<file path="src/rtl/fetch_pkg.sv">
`default_nettype none
// ============================================================================
// Module   : fetch_pkg
// Purpose  : Shared types for the instruction-fetch stage. It defines the
//            fetch FSM state encoding, the {pc, instr} FIFO entry and a
//            word-alignment helper.
// Revision : 1.0 - initial release
// ============================================================================
package fetch_pkg;

    // Width of one FIFO entry field. The fetch_unit WIDTH parameter must
    // match this value.
    localparam int FETCH_XLEN = 32;

    typedef enum logic [1:0] {
        IDLE = 2'd0,
        REQ  = 2'd1,
        WAIT = 2'd2,
        DROP = 2'd3
    } fetch_state_e;

    typedef struct packed {
        logic [FETCH_XLEN-1:0] pc;
        logic [FETCH_XLEN-1:0] instr;
    } fetch_entry_t;

    function automatic logic [FETCH_XLEN-1:0] word_align(input logic [FETCH_XLEN-1:0] addr);
        return {addr[FETCH_XLEN-1:2], 2'b00};
    endfunction

endpackage
`default_nettype wire

</file>
<file path="src/rtl/fetch_fifo.sv">
`default_nettype none
// ============================================================================
// Module   : fetch_fifo
// Purpose  : DEPTH-entry FIFO of fetch_entry_t with a registered head output.
//            The head register always holds the entry at the read pointer.
//            When the FIFO is empty it keeps the last head value.
// Ports    : clk, rst (async, active-high)
//            push / din   - write an entry (ignored when full)
//            pop          - drop the head entry (ignored when empty)
//            clear        - empty the FIFO; same-cycle push/pop are ignored
//            head         - registered head entry
//            count        - number of valid entries (0..DEPTH)
// Revision : 1.0 - initial release
// ============================================================================
module fetch_fifo
    import fetch_pkg::*;
#(
    parameter int DEPTH = 2
) (
    input  logic                   clk,
    input  logic                   rst,
    input  logic                   push,
    input  logic                   pop,
    input  logic                   clear,
    input  fetch_entry_t           din,
    output fetch_entry_t           head,
    output logic [$clog2(DEPTH):0] count
);

    localparam int PTR_W = $clog2(DEPTH);
    localparam logic [PTR_W:0]   C_FULL    = (PTR_W+1)'(DEPTH);
    localparam logic [PTR_W:0]   C_CNT_ONE = (PTR_W+1)'(1);
    localparam logic [PTR_W-1:0] C_PTR_ONE = PTR_W'(1);

    fetch_entry_t     mem_q [DEPTH];
    fetch_entry_t     mem_d [DEPTH];
    logic [PTR_W-1:0] wr_ptr_q, wr_ptr_d;
    logic [PTR_W-1:0] rd_ptr_q, rd_ptr_d;
    logic [PTR_W:0]   count_q, count_d;
    fetch_entry_t     head_q, head_d;
    logic             w_push_en;
    logic             w_pop_en;

    always_comb begin
        w_push_en = push && (count_q != C_FULL);
        w_pop_en  = pop && (count_q != '0);
        mem_d     = mem_q;
        wr_ptr_d  = wr_ptr_q;
        rd_ptr_d  = rd_ptr_q;
        count_d   = count_q;
        head_d    = head_q;
        if (clear) begin
            wr_ptr_d = '0;
            rd_ptr_d = '0;
            count_d  = '0;
        end else begin
            if (w_push_en) begin
                mem_d[wr_ptr_q] = din;
                wr_ptr_d        = wr_ptr_q + C_PTR_ONE;
            end
            if (w_pop_en) begin
                rd_ptr_d = rd_ptr_q + C_PTR_ONE;
            end
            case ({w_push_en, w_pop_en})
                2'b10:   count_d = count_q + C_CNT_ONE;
                2'b01:   count_d = count_q - C_CNT_ONE;
                default: count_d = count_q;
            endcase
            // The new head is the entry being written this cycle exactly when
            // the write slot equals the next read slot. That happens only when
            // the FIFO holds one entry afterwards. Otherwise the entry is
            // already in storage.
            if (count_d != '0) begin
                head_d = (w_push_en && (wr_ptr_q == rd_ptr_d)) ? din : mem_q[rd_ptr_d];
            end
        end
    end

    always_ff @(posedge clk or posedge rst) begin
        if (rst) begin
            for (int i = 0; i < DEPTH; i++) begin
                mem_q[i] <= '0;
            end
            wr_ptr_q <= '0;
            rd_ptr_q <= '0;
            count_q  <= '0;
            head_q   <= '0;
        end else begin
            mem_q    <= mem_d;
            wr_ptr_q <= wr_ptr_d;
            rd_ptr_q <= rd_ptr_d;
            count_q  <= count_d;
            head_q   <= head_d;
        end
    end

    assign head  = head_q;
    assign count = count_q;

endmodule
`default_nettype wire

</file>
<file path="src/rtl/fetch_unit.sv">
`default_nettype none
// ============================================================================
// Module   : fetch_unit
// Purpose  : Instruction-fetch stage behind the PC register. It issues one
//            instruction-memory read at a time and buffers {pc, instr} pairs
//            for decode. pc_en advances the PC only when its fetch is
//            accepted, or on a flush. A flush discards the in-flight fetch
//            and all buffered entries.
// Ports    : clk, rst (async, active-high), pc, flush, pc_en
//            imem_req_valid/ready, imem_addr   - read request channel
//            imem_rsp_valid, imem_rsp_data     - read response (1-cycle pulse)
//            instr_valid/ready, instr, instr_pc - decode-side FIFO head
//            instr_fault (only with FETCH_MISALIGN_CHECK_EN)
// Config   : FETCH_MISALIGN_CHECK_EN - when defined, a misaligned pc issues
//            no request. Instead, once the FIFO is empty, the stage presents
//            a faulting head until the next flush. When undefined, pc[1:0]
//            is ignored.
// Revision : 1.0 - initial release
// ============================================================================
module fetch_unit
    import fetch_pkg::*;
#(
    parameter int WIDTH = 32,
    parameter int DEPTH = 2
) (
    input  logic             clk,
    input  logic             rst,
    input  logic [WIDTH-1:0] pc,
    input  logic             flush,
    output logic             pc_en,
    output logic             imem_req_valid,
    input  logic             imem_req_ready,
    output logic [WIDTH-1:0] imem_addr,
    input  logic             imem_rsp_valid,
    input  logic [WIDTH-1:0] imem_rsp_data,
    output logic             instr_valid,
    input  logic             instr_ready,
    output logic [WIDTH-1:0] instr,
    output logic [WIDTH-1:0] instr_pc
`ifdef FETCH_MISALIGN_CHECK_EN
    ,
    output logic             instr_fault
`endif
);

    localparam int CNT_W = $clog2(DEPTH) + 1;
    localparam logic [CNT_W-1:0] C_FULL = CNT_W'(DEPTH);

    fetch_state_e     state_q, state_d;
    logic [WIDTH-1:0] addr_q, addr_d;
    logic [WIDTH-1:0] w_aligned_pc;
    logic             w_misaligned;
    logic             w_accept;
    logic             w_push;
    logic             w_pop;
    logic [CNT_W-1:0] w_fifo_count;
    fetch_entry_t     w_fifo_head;
    fetch_entry_t     w_fifo_din;

    assign w_aligned_pc = word_align(pc);

`ifdef FETCH_MISALIGN_CHECK_EN
    assign w_misaligned = (pc[1:0] != 2'b00);
`else
    logic w_unused_pc_lsb;
    assign w_misaligned    = 1'b0;
    assign w_unused_pc_lsb = ^pc[1:0];
`endif

    // ------------------------------------------------------------------
    // FSM: state register
    // ------------------------------------------------------------------
    always_ff @(posedge clk or posedge rst) begin
        if (rst) begin
            state_q <= IDLE;
            addr_q  <= '0;
        end else begin
            state_q <= state_d;
            addr_q  <= addr_d;
        end
    end

    // ------------------------------------------------------------------
    // FSM: next state
    // ------------------------------------------------------------------
    always_comb begin
        state_d = state_q;
        addr_d  = w_accept ? w_aligned_pc : addr_q;
        unique case (state_q)
            IDLE: state_d = REQ;
            REQ:  if (w_accept) state_d = WAIT;
            WAIT: begin
                // A response in the flush cycle is discarded on the spot.
                // A flush without a response must absorb the late response.
                if (imem_rsp_valid) begin
                    state_d = REQ;
                end else if (flush) begin
                    state_d = DROP;
                end
            end
            DROP: if (imem_rsp_valid) state_d = REQ;
            default: state_d = IDLE;
        endcase
    end

    // ------------------------------------------------------------------
    // FSM: outputs
    // ------------------------------------------------------------------
    always_comb begin
        imem_req_valid = 1'b0;
        imem_addr      = '0;
        w_push         = 1'b0;
        unique case (state_q)
            REQ: begin
                // A request is issued only when the FIFO has room, so the
                // response push can never meet a full FIFO.
                imem_req_valid = !flush && (w_fifo_count < C_FULL) && !w_misaligned;
                imem_addr      = w_aligned_pc;
            end
            WAIT:    w_push = imem_rsp_valid && !flush;
            default: ;
        endcase
        w_accept = imem_req_valid && imem_req_ready;
        pc_en    = w_accept || (flush && (state_q != IDLE));
    end

    assign w_pop      = instr_ready && (w_fifo_count != '0);
    assign w_fifo_din = '{pc: addr_q, instr: imem_rsp_data};

    fetch_fifo #(
        .DEPTH (DEPTH)
    ) u_fifo (
        .clk   (clk),
        .rst   (rst),
        .push  (w_push),
        .pop   (w_pop),
        .clear (flush),
        .din   (w_fifo_din),
        .head  (w_fifo_head),
        .count (w_fifo_count)
    );

`ifdef FETCH_MISALIGN_CHECK_EN
    logic             fault_q, fault_d;
    logic [WIDTH-1:0] fault_pc_q, fault_pc_d;

    // The fault is raised only after older instructions have drained. It
    // stays sticky until the flush that redirects the PC.
    always_comb begin
        fault_d    = fault_q;
        fault_pc_d = fault_pc_q;
        if (flush) begin
            fault_d = 1'b0;
        end else if (!fault_q && (state_q == REQ) && w_misaligned && (w_fifo_count == '0)) begin
            fault_d    = 1'b1;
            fault_pc_d = pc;
        end
    end

    always_ff @(posedge clk or posedge rst) begin
        if (rst) begin
            fault_q    <= 1'b0;
            fault_pc_q <= '0;
        end else begin
            fault_q    <= fault_d;
            fault_pc_q <= fault_pc_d;
        end
    end

    assign instr_fault = fault_q;
    assign instr_valid = fault_q || (w_fifo_count != '0);
    assign instr       = fault_q ? '0 : w_fifo_head.instr;
    assign instr_pc    = fault_q ? fault_pc_q : w_fifo_head.pc;
`else
    assign instr_valid = (w_fifo_count != '0);
    assign instr       = w_fifo_head.instr;
    assign instr_pc    = w_fifo_head.pc;
`endif

endmodule
`default_nettype wire
</file>
<file path="config.mk">
export PLATFORM = sky130hd
export DESIGN_NAME = fetch_unit
export DESIGN_NICKNAME = d
export VERILOG_FILES = /design/src/rtl/fetch_pkg.sv /design/src/rtl/fetch_fifo.sv /design/src/rtl/fetch_unit.sv
export SDC_FILE = /design/constraint.sdc
export NUM_CORES = 1
export LEC_CHECK = 0
export ABC_CLOCK_PERIOD_IN_PS = 16900
export CORE_AREA = 10 10 189 191
export CTS_CLUSTER_SIZE = 8
export DETAILED_ROUTE_END_ITERATION = 10
export DIE_AREA = 0 0 199 201
export DONT_BUFFER_PORTS = 1
export PLACE_DENSITY = 0.45
export SLEW_MARGIN = 20
export SYNTH_ARGS = -nofsm -noshare
export SYNTH_HDL_FRONTEND = slang
export SYNTH_HIERARCHICAL = 1
export SYNTH_SLANG_ARGS = --single-unit
</file>
<file path="constraint.sdc">
create_clock -name clk -period 16.9 [get_ports clk]
set_input_delay 4.225 -clock clk [delete_from_list [all_inputs] [get_ports clk]]
set_output_delay 4.225 -clock clk [all_outputs]
set_load 0.02 [all_outputs]
</file>
==> flow_metrics.py <==
metrics = {
    "timing": {
        "fin_tns_setup_ps": 0,
        "maxSlewHeadroom_pct": 36.1,
        "fin_crit_ps": 9530,
        "slew_violations": 0,
        "rsz0062_at_grt": "false",
        "worstMarginPinSlew_ps": 959,
        "hold_viol_final": 0,
        "hold_ws_ps": 501,
        "period_share_pct": 56.4,
        "fmax_mhz": 105,
        "setup_viol": 0,
        "fin_skew_ps": 20.1,
    },
    "synthesis": {
        "yosysWarnings": 6,
        "synth_cell_type_count": 36,
        "postSynthCellCount": 981,
        "ys_seq_elements": 228,
        "synth_area_um2": 10400,
        "syn_avg_cell_area_um2": 10.6,
        "seq_area_frac_synth_pct": 54.7,
    },
    "route": {
        "drcViolationCount": 0,
        "avgRoutedWirePerCell_um": 19.2,
        "drt_wl_total_um": 26600,
        "firstDrtPassIters": 5,
        "via_per_inst": 4.88,
        "vias": 6747,
        "final_antenna_net_count": 0,
        "drtIter0Drc": 272,
    },
    "critical_path": {
        "r2r_cells": 10,
        "critPathLaunch": "flush",
        "crit_fanout": 32,
        "cp_slowest_cell": "o21ai_0",
        "critical_path_class": "input port to output port",
        "cp-endpoint": "pc_en",
        "critPathTopFamily": "simple AND/OR/NAND/NOR gates",
        "worstReg2RegStart": "state_q[0]",
        "rrSetupSlack_ps": 13070,
        "cp_num_cells": 4,
        "r2r_end": "u_fifo/head[37]",
        "critical_path.cell_chain": "nor3b_4 > nand2_1 > buf_4 > o21ai_0",
        "critPathCaptureType": "output port",
        "cp-start-kind": "input port",
        "crit_buf_inv": 1,
        "cp.arrival_ps": 5300,
        "crit_required_ps": 12680,
        "crit_path_max_incr_delay_ps": 360,
    },
    "power_and_ir_drop": {
        "p_leak_nw": 5.52,
        "p_clk_share_pct": 33.3,
        "power_density_nw_per_um2": 152,
        "swShare_pct": 31.6,
        "comb_power_share_pct": 19.3,
        "power_switching_w": 0.000560,
        "seqPwrFrac_pct": 47.3,
        "internal_power_w": 0.00121,
        "peakVddDrop_uv": 92.8,
    },
    "die": {
        "start_util_pct": 32.5,
        "fp.dieArea_um2": 40000,
        "die_h_um": 201,
        "num_io_pins": 169,
        "core_um2": 32000,
        "die_w_um": 199,
        "rows": 66,
    },
    "place": {
        "place.gp.congestion": 0.692,
        "placed_cells": 1342,
        "dp_hpwl_um": 15600,
        "placed_cell_area_um2": 10800,
        "io_buffers": 0,
    },
    "clocking": {
        "cts.path.max_buffers": 3,
        "cts_tree": "yes",
        "postCtsResizedCells": 0,
        "h-tree-depth": 2,
        "path_clk_slew_ps": 50,
        "cts-root-buf": "clkbuf_16",
        "clock-sinks": 228,
        "hold_buffers": 0,
        "cts_setup_buffers": 0,
        "cts_buffers": 34,
        "clk_latency_ps": 500,
    },
    "finish": {
        "drive_above_1_share_pct": 22.7,
        "final_cells": 1382,
        "fin_nets": 1045,
        "fin_util_pct": 36.4,
        "areaGrowthSynthToFinish_pct": 11.9,
        "antenna_cells": 0,
        "final_area_um2": 11700,
    },
    "global_routing": {
        "antenna_found_initial": 0,
        "grt_usage_pct": 13.2,
        "grt_max_degree": 129,
        "gr-total-overflow": 0,
        "grt_pass1_vias": 7004,
        "grt_pass1_wl_um": 42200,
    },
    "hold_path": {
        "hold_path.class": "register to register",
    },
    "flow_run": {
        "drv_cap": 0,
    },
    "status": {
        "status": "finished clean",
    },
}
==> worst reg2reg max path: cells and delay by family, from the launching register on <==
kind	cells	cell delay (ps)
flip-flops	1	400
AND/OR/NAND/NOR	3	680
AO/OA/AOI/OAI	3	1090
buffers and inverters	2	950
adder cells (fa/ha/maj)	2	560
==> area by class of cell <==
cell class	instances	area, µm²
clock buffers	37	872
repair buffers	13	97.6
fillers	3240	20400
clock inverters	3	33.8
well taps	408	510
flip-flops and latches	228	5710
multi-input cells	685	4410
inverters	8	37.5
==> logic make-up after synthesis <==
group / count (synthesis) / share of synthesized area, %
buf+inv: 75 / 3.89
simple gates: 461 / 19.3
flops: 228 / 54.7
compound gates: 77 / 7.02
xor+xnor: 6 / 0.576
mux: 128 / 13.8
other cells: 1 / 0.0360
fa+ha+maj: 5 / 0.600
==> through the flow <==
stage                     power, W  worst slack, ps
final                      0.00177             7370
after global routing       0.00190             7260
after CTS                  0.00181             7320
after detailed placement   0.00120             7320
after global placement     0.00120             7310
after floorplan            0.00112             7330
==> synthesized netlist by cell type <==
| master | instances | area [µm²] |
|---|---|---|
| nand2_1 | 286 | 1070 |
| dfrtp_1 | 228 | 5710 |
| mux2_2 | 128 | 1440 |
| nor2_1 | 67 | 251 |
| and3_1 | 65 | 407 |
| o31ai_1 | 34 | 255 |
| and2_1 | 33 | 206 |
| o31ai_2 | 30 | 375 |
| buf_2 | 29 | 145 |
| clkbuf_1 | 20 | 75.1 |
| buf_6 | 8 | 90.1 |
| inv_1 | 8 | 30.0 |
| buf_4 | 7 | 52.6 |
| ha_1 | 5 | 62.6 |
| xor2_1 | 4 | 35.0 |
| nor2b_1 | 3 | 18.8 |
| o21ai_0 | 3 | 15.0 |
| a21oi_1 | 2 | 10.0 |
| buf_1 | 2 | 7.51 |
| nor3_1 | 2 | 10.0 |
| o21ai_2 | 2 | 17.5 |
| a211oi_1 | 1 | 7.51 |
| a21o_1 | 1 | 7.51 |
| a221o_1 | 1 | 10.0 |
| a32o_1 | 1 | 10.0 |
| clkbuf_2 | 1 | 5.00 |
| conb_1 | 1 | 3.75 |
| nor3_2 | 1 | 10.0 |
| nor3b_4 | 1 | 18.8 |
| nor4b_1 | 1 | 8.76 |
| o21ai_1 | 1 | 5.00 |
| o21bai_4 | 1 | 18.8 |
| or2_2 | 1 | 6.26 |
| or3_1 | 1 | 6.26 |
| xnor2_1 | 1 | 8.76 |
| xnor2_2 | 1 | 16.3 |
==> worst min-delay path by stage <==
stage                     startpoint                to  slack (ps)  cells after the start
floorplan            u_fifo/mem_q[0]   u_fifo/mem_q[0]         480                      1
global placement    u_fifo/mem_q[60]  u_fifo/mem_q[60]         490                      1
detailed placement   u_fifo/mem_q[1]   u_fifo/mem_q[1]         490                      1
CTS                 u_fifo/mem_q[16]  u_fifo/mem_q[16]         500                      1
global route         u_fifo/mem_q[1]   u_fifo/mem_q[1]         510                      1
finish               u_fifo/mem_q[2]   u_fifo/mem_q[2]         500                      1
==> cell usage in the layout (no fill, tap or decap), types with 2 or more instances in the layout <==
cell type,instances
nand2_1,285
dfrtp_1,228
mux2_2,128
nor2_1,67
and3_1,65
clkbuf_16,34
o31ai_1,34
and2_1,33
o31ai_2,30
buf_4,13
conb_1,8
inv_1,6
ha_1,5
o21ai_0,3
nor2b_1,3
xor2_1,3
o21ai_2,2
a21oi_1,2
inv_6,2
clkbuf_1,2
nor3_1,2
==> registers in the layout, indices dropped and copies added (netlist names) <==
name	cells
addr_q	30
u_fifo/count	2
u_fifo/mem_q	128
u_fifo/wr_ptr_q	1
u_fifo/head	64
u_fifo/rd_ptr_q	1
state_q	2
==> power by group through the flow <==
stage               clock network (W)  registers, W  logic [W]
detailed placement                  0      0.000852   0.000351
global placement                    0      0.000850   0.000345
global route                 0.000640      0.000865   0.000390
floorplan                           0      0.000811   0.000304
finish                       0.000591      0.000839   0.000343
CTS                          0.000616      0.000844   0.000352
==> metal layers <==
metal | GRT usage [%] | vias to the layer above | share of wire [%]
li1 | - | 3223 | -
met3 | 3.67 | 28 | 6.2
met4 | 3.08 | 0 | 1.4
met2 | 21.3 | 133 | 47
met1 | 17.2 | 3363 | 46
met5 | 0 | - | 0
Note: power is estimated with default switching activity, not from simulation.
